<file path="src/rtl/instr_fetch_prefetch.sv">
// Instruction fetch stage: issues sequential word fetches, buffers in-order responses with their
// PC in a prefetch FIFO, and presents {pc, instr} to the core; a redirect flushes the stage.
module instr_fetch_prefetch #(
  parameter int unsigned DEPTH    = 4,
  parameter logic [31:0] RESET_PC = 32'h0
) (
  input  logic        clk,
  input  logic        rst,
  input  logic        redirect_valid,
  input  logic [31:0] redirect_pc,
  output logic        mem_req_valid,
  input  logic        mem_req_ready,
  output logic [31:0] mem_req_addr,
  input  logic        mem_rsp_valid,
  input  logic [31:0] mem_rsp_data,
  output logic        instr_valid,
  input  logic        instr_ready,
  output logic [31:0] instr_pc,
  output logic [31:0] instr_data
);

  localparam int unsigned AW = $clog2(DEPTH);
  localparam int unsigned CW = AW + 1;
  localparam logic [CW:0] DEPTH_W = (CW + 1)'(DEPTH);

  logic [CW-1:0] count_q, count_d;
  logic [CW-1:0] out_q, out_d;
  logic [CW-1:0] disc_q, disc_d;
  logic [AW-1:0] wr_ptr_q, wr_ptr_d;
  logic [AW-1:0] rd_ptr_q, rd_ptr_d;
  logic [31:0]   fetch_pc_q, fetch_pc_d;
  logic [31:0]   rsp_pc_q, rsp_pc_d;
  logic [31:0]   pc_mem_q   [DEPTH];
  logic [31:0]   data_mem_q [DEPTH];

  logic [CW:0] inflight;
  logic        accept, rsp_ok, push, pop;

  assign inflight      = {1'b0, count_q} + {1'b0, out_q};
  assign mem_req_valid = !rst && !redirect_valid && (inflight < DEPTH_W);
  assign mem_req_addr  = rst ? RESET_PC : fetch_pc_q;
  assign instr_valid   = !rst && (count_q != '0);
  assign instr_pc      = pc_mem_q[rd_ptr_q];
  assign instr_data    = data_mem_q[rd_ptr_q];

  assign accept = mem_req_valid && mem_req_ready;
  // A response with nothing outstanding belongs to a request issued before reset.
  assign rsp_ok = mem_rsp_valid && (out_q != '0);
  assign push   = rsp_ok && !redirect_valid && (disc_q == '0);
  assign pop    = instr_valid && instr_ready;

  always_comb begin
    count_d    = count_q;
    disc_d     = disc_q;
    wr_ptr_d   = wr_ptr_q;
    rd_ptr_d   = rd_ptr_q;
    fetch_pc_d = fetch_pc_q;
    rsp_pc_d   = rsp_pc_q;
    out_d      = out_q + CW'(accept) - CW'(rsp_ok);
    if (accept) fetch_pc_d = fetch_pc_q + 32'd4;
    if (redirect_valid) begin
      count_d    = '0;
      wr_ptr_d   = '0;
      rd_ptr_d   = '0;
      fetch_pc_d = redirect_pc & ~32'h3;
      rsp_pc_d   = redirect_pc & ~32'h3;
      // Everything still in flight was fetched down the old path.
      disc_d     = out_d;
    end else begin
      if (rsp_ok && (disc_q != '0)) disc_d = disc_q - 1'b1;
      if (push) begin
        wr_ptr_d = wr_ptr_q + 1'b1;
        rsp_pc_d = rsp_pc_q + 32'd4;
      end
      if (pop) rd_ptr_d = rd_ptr_q + 1'b1;
      count_d = count_q + CW'(push) - CW'(pop);
    end
  end

  always_ff @(posedge clk) begin
    if (rst) begin
      count_q    <= '0;
      out_q      <= '0;
      disc_q     <= '0;
      wr_ptr_q   <= '0;
      rd_ptr_q   <= '0;
      fetch_pc_q <= RESET_PC;
      rsp_pc_q   <= RESET_PC;
    end else begin
      count_q    <= count_d;
      out_q      <= out_d;
      disc_q     <= disc_d;
      wr_ptr_q   <= wr_ptr_d;
      rd_ptr_q   <= rd_ptr_d;
      fetch_pc_q <= fetch_pc_d;
      rsp_pc_q   <= rsp_pc_d;
    end
  end

  always_ff @(posedge clk) begin
    if (push && !rst) begin
      pc_mem_q[wr_ptr_q]   <= rsp_pc_q;
      data_mem_q[wr_ptr_q] <= mem_rsp_data;
    end
  end

endmodule

</file>
<file path="config.mk">
export PLATFORM = sky130hd
export DESIGN_NAME = instr_fetch_prefetch
export DESIGN_NICKNAME = d
export VERILOG_FILES = /design/src/rtl/instr_fetch_prefetch.sv
export SDC_FILE = /design/constraint.sdc
export NUM_CORES = 1
export LEC_CHECK = 0
export ABC_CLOCK_PERIOD_IN_PS = 3700
export BUFFER_PORTS_ARGS = -buffer_cell sky130_fd_sc_hd__buf_2
export CORE_MARGIN = 2
export CORE_UTILIZATION = 52
export DETAILED_ROUTE_END_ITERATION = 12
export PLACE_DENSITY = 0.85
export SKIP_LAST_GASP = 1
export SYNTH_ARGS = -nofsm -noshare
export SYNTH_HDL_FRONTEND = slang
export SYNTH_SLANG_ARGS = --single-unit
</file>
<file path="constraint.sdc">
create_clock -name clk -period 3.7 [get_ports clk]
set_input_delay 1.11 -clock clk [delete_from_list [all_inputs] [get_ports clk]]
set_output_delay 1.11 -clock clk [all_outputs]
set_load 0.01 [all_outputs]
</file>
# == Word-level counts from Yosys, hierarchy flattened ==
# Memory sizes are Yosys's and may differ from the RTL's. A register that Yosys moved wholly into a read port is not among the register bits.
# Index checks and enable logic that the tools add are counted.
# word_totals
register_bits,77
ramBits,256
input_bits,70
output_inout_bits,98
elab_cells,55
mem_count,2
# classes
add_sub_neg,10
order_cmp,1
muxes,13
reduce_logical,20
# mem_list
name,words,word_bits,rd,rd_clocked_by_memory_dff,write_ports,line,text
data_mem_q,4,32,1,1,1,34,logic [31:0] data_mem_q [DEPTH];
pc_mem_q,4,32,1,1,1,33,logic [31:0] pc_mem_q [DEPTH];
# op_table
op,count
32-bit 2-to-1 mux,5
"32-bit by 3-bit adder with 32-bit output, second input constant",2
1-bit logical AND,10
3-bit nonzero test,3
2-bit 2-to-1 mux,4
3-bit by 1-bit adder with 3-bit output,2
3-bit 2-to-1 mux,2
2-bit nonzero test,3
3-bit by 1-bit subtractor with 3-bit output,2
"2-bit by 1-bit adder with 2-bit output, second input constant",2
3-bit by 3-bit adder with 4-bit output,1
"4-bit by 3-bit less-than comparator with 1-bit output, second input constant",1
3-bit logical NOT,1
"3-bit by 1-bit subtractor with 3-bit output, second input constant",1
1-bit logical NOT,2
1-bit 2-to-1 mux,2
2-bit OR reduction,1

# == Depth between registers and ports, before layout ==
# depth
word_depth,7
mapped_depth,14
depth_no_buf,13

# == Least setup slack after synthesis ==
# Ideal clock, no wire load.
# synth_timing
path_kind,input -> register
from,in redirect_valid
to,"mem data_mem_q[0][0], enable pin"
setup_ns,0.427
t_arrival_ns,3.173
t_required_ns,3.273
path_slack_ns,0.100
stages,3
path_buffers,1
path_cell_list,clkbuf_1 > nor2_1 > and3_1
# synth_between
elab_chain_len,6
# synth_lines
item,line,text
from (decl),9,"input logic redirect_valid,"
1-bit logical NOT,49,assign push = rsp_ok && !redirect_valid && (disc_q == '0);
1-bit logical AND (2 in series),49,
1-bit logical AND,101,if (push && !rst) begin
1-bit 2-to-1 mux,101,
1-bit 2-to-1 mux (implied by the code),103,data_mem_q[wr_ptr_q] <= mem_rsp_data;
to (decl),34,
# Every way passes these cells.

# == Final worst setup path ==
# layout_timing
from,in rst
to,out mem_req_valid
# layout_between
elab_chain_len,3
# layout_lines
item,line,text
from (decl),8,"input logic rst,"
1-bit logical NOT,40,assign mem_req_valid = !rst && !redirect_valid && (inflight < DEPTH_W);
1-bit logical AND (2 in series),40,
to (decl),11,"output logic mem_req_valid,"
# Every way passes these cells.

==> results.sh <==
export IMPL_outcome="finished, final reports clean"
export IMPL_wl_met2_um=13140
export IMPL_ys_warn_count=0
export IMPL_cts_buffers=34
export IMPL_ant_nets=0
export IMPL_worstSetupPathType="in -> out"
export IMPL_io_pins=168
export IMPL_cts_repair_resized=0
export IMPL_crit_path_start_kind="input port"
export IMPL_async_flop_share=0
export IMPL_die_w_um=164.8
export IMPL_die_y_um=164.8
export IMPL_multi_input_area_um2=4183
export IMPL_drc=0
export IMPL_die_area_um2=27170
export IMPL_p_per_area_nw_per_um2=524.1
export IMPL_holdWs_ns=0.4748
export IMPL_root_buffer="clkbuf_16"
export IMPL_fillers=1782
export IMPL_postCtsSetupRepairBufs=0
export IMPL_final_common_cell="edfxtp_1"
export IMPL_syn_to_final_growth_pct=17.74
export IMPL_yosys_cell_types_count=67
export IMPL_grt_overflow=0
export IMPL_yosysSeqAreaShare=0.6652
export IMPL_setup_slack_ns=0.3503
export IMPL_synth_edf_count=248
export IMPL_finalSetupViolCount=0
export IMPL_initial_core_util=0.5312
export IMPL_maxCapViolations=0
export IMPL_relSlewSlack=0.4592
export IMPL_wire_per_inst_um=19.78
export IMPL_worst_path_max_fanout=13
export IMPL_m1WireLength_um=11800
export IMPL_highest_layer="met4"
export IMPL_max_freq_ghz=0.2985
export IMPL_hold_start="fetch_pc_q[31]$_SDFFE_PP0P_"
export IMPL_grt_max_degree=89
export IMPL_cp_required_ns=2.59
export IMPL_tns_ns=0
export IMPL_place_gp_congestion=0.8743
export IMPL_drtPass1Iterations=5
export IMPL_nNetsFinal=1138
export IMPL_drt_wl_total_um=27830
export IMPL_postCtsHoldBufs=0
export IMPL_grtUsageTotal=0.2066
export IMPL_diodes=0
export IMPL_grt_pass1_wl_um=43190
export IMPL_viasPerCell=5.832
export IMPL_power_leakage_nw=5.434
export IMPL_syn_area_per_cell_um2=15.36
export IMPL_core_area_um2=25330
export IMPL_synth_cells=876
export IMPL_tightest_slew_ns=0.8045
export IMPL_timing_hold_violations_final=0
export IMPL_startpoint="rst"
export IMPL_path_clk_slew_ns=0.06
export IMPL_clock_sinks=323
export IMPL_rows=58
export IMPL_wl_met3_um=2271
export IMPL_drtIter0Drc=713
export IMPL_antenna_found_initial=0
export IMPL_place_hpwl_um=17590
export IMPL_port_buffers=161
export IMPL_final_seq_area_um2=8954
export IMPL_rr_startpoint="out_q[2]$_SDFF_PP0_"
export IMPL_period_needed_ns=3.350
export IMPL_arrival_ns=2.24
export IMPL_hold_class="reg -> reg"
export IMPL_rsz0062_at_grt="false"
export IMPL_clk_latency_ns=0.51
export IMPL_layout_common_cells="edfxtp_1, buf_2, dfxtp_1"
export IMPL_vdd_drop_max_uv=285.4
export IMPL_fin_crit_sh=0.9053
export IMPL_slew_viol_final=0
export IMPL_synth_flop_cell="edfxtp_1"
export IMPL_grt_pass1_vias=8068
export IMPL_drive_gt1_frac=0.2925
export IMPL_clockBufferDepth=3
export IMPL_via_count=8206
export IMPL_cts_tree="yes"
export IMPL_final_cell_count_no_fill=1407
export IMPL_cp_end_kind="primary output"
export IMPL_htreeDepth=2
export IMPL_synth_seq_cells=323
export IMPL_pre_cts_ws_ns=0.2764
export IMPL_fin_worst_skew_ns=0.01926
export IMPL_dp_cells=1346
export IMPL_syn_area_um2=13450
-- path summary, 6_finish.rpt --
check / to / slack [ns] / cells after the start
max: mem_req_valid / 0.35 / 5
min: fetch_pc_q[31]$_SDFFE_PP0P_ / 0.47 / 1
max reg2reg: disc_q[2]$_SDFFE_PP0P_ / 0.64 / 11
min reg2reg: fetch_pc_q[31]$_SDFFE_PP0P_ / 0.47 / 1
-- metal layers --
| layer | up-vias | GRT usage |
|---|---|---|
| li1 | 3744 | - |
| met1 | 4007 | 0.2852 |
| met2 | 402 | 0.3359 |
| met3 | 53 | 0.03767 |
| met4 | 0 | 0.06522 |
| met5 | - | 0 |
-- sequential cells by signal, indices dropped and copies added (netlist names), named ones only --
register	flops
data_mem_q	128
pc_mem_q	120
fetch_pc_q	30
rsp_pc_q	30
count_q	3
disc_q	3
out_q	3
rd_ptr_q	2
wr_ptr_q	2
-- cells in the mapped netlist (all sizes together), types with 2 or more instances --
library cell	instances	area share
a32oi	2	0.0013
nor4	9	0.0083
nand2b	3	0.0014
nand4	23	0.012
edfxtp	248	0.55
nor3b	6	0.0033
and2	8	0.0037
nor2	43	0.012
dfxtp	75	0.11
or3	7	0.0033
o21ai	11	0.0041
nand3b	2	0.0011
o21bai	2	0.0011
o311ai	3	0.0020
a311oi	2	0.0013
and4	6	0.0040
ha	14	0.013
nor2b	31	0.014
inv	25	0.0070
a31oi	10	0.0047
nand3	28	0.011
xor2	13	0.0085
xnor2	32	0.021
nand2	52	0.015
o41ai	2	0.0013
and3	13	0.0060
clkbuf	24	0.0089
o31a	4	0.0026
mux4	62	0.10
a2111oi	4	0.0026
buf	19	0.0080
a21boi	16	0.0089
nor3	21	0.0098
o211ai	7	0.0039
fa	2	0.0030
a211oi	10	0.0060
a21oi	23	0.0086
-- final cells by class --
cell class | instances | share of cell area
flip-flops and latches | 323 | 0.5653
multi-input cells | 486 | 0.2641
repair buffers | 181 | 0.06667
clock buffers | 44 | 0.06012
well taps | 330 | 0.02607
clock inverters | 17 | 0.01161
inverters | 26 | 0.006162
-- through the flow --
stage / cell area [µm²] / utilization / power, mW
floorplan: 13460 / - / 4.685
global placement: 14700 / 0.5805 / 4.915
detailed placement: 14700 / 0.5805 / 4.942
CTS: 15840 / 0.6254 / 8.364
global route: 15840 / 0.6254 / 8.606
finish: 15840 / 0.6254 / 8.301
-- cell families (layout without fill, tap and decap cells) --
group,after synthesis,in the layout,synth area share
simple gates,258,258,0.1089
other cells,1,4,0.0002788
buf+inv,70,268,0.02511
mux,62,62,0.1038
fa+ha+maj,16,16,0.01600
xor+xnor,45,45,0.02930
flops,323,323,0.6652
compound gates,101,101,0.05143
-- power breakdown --
group	switching (mW)	leakage (nW)	total [mW]	internal [mW]
clock	1.32	0.554	3.42	2.10
sequential	0.128	2.87	4.17	4.04
combinational	0.402	2.01	0.712	0.309
-- critical path: stages --
cell and delay [ns]:
buf_2 0.13, or2_2 0.33, buf_4 0.20, nor3_1 0.28, buf_2 0.19
No activity file was read; power rests on OpenSTA's default activity.
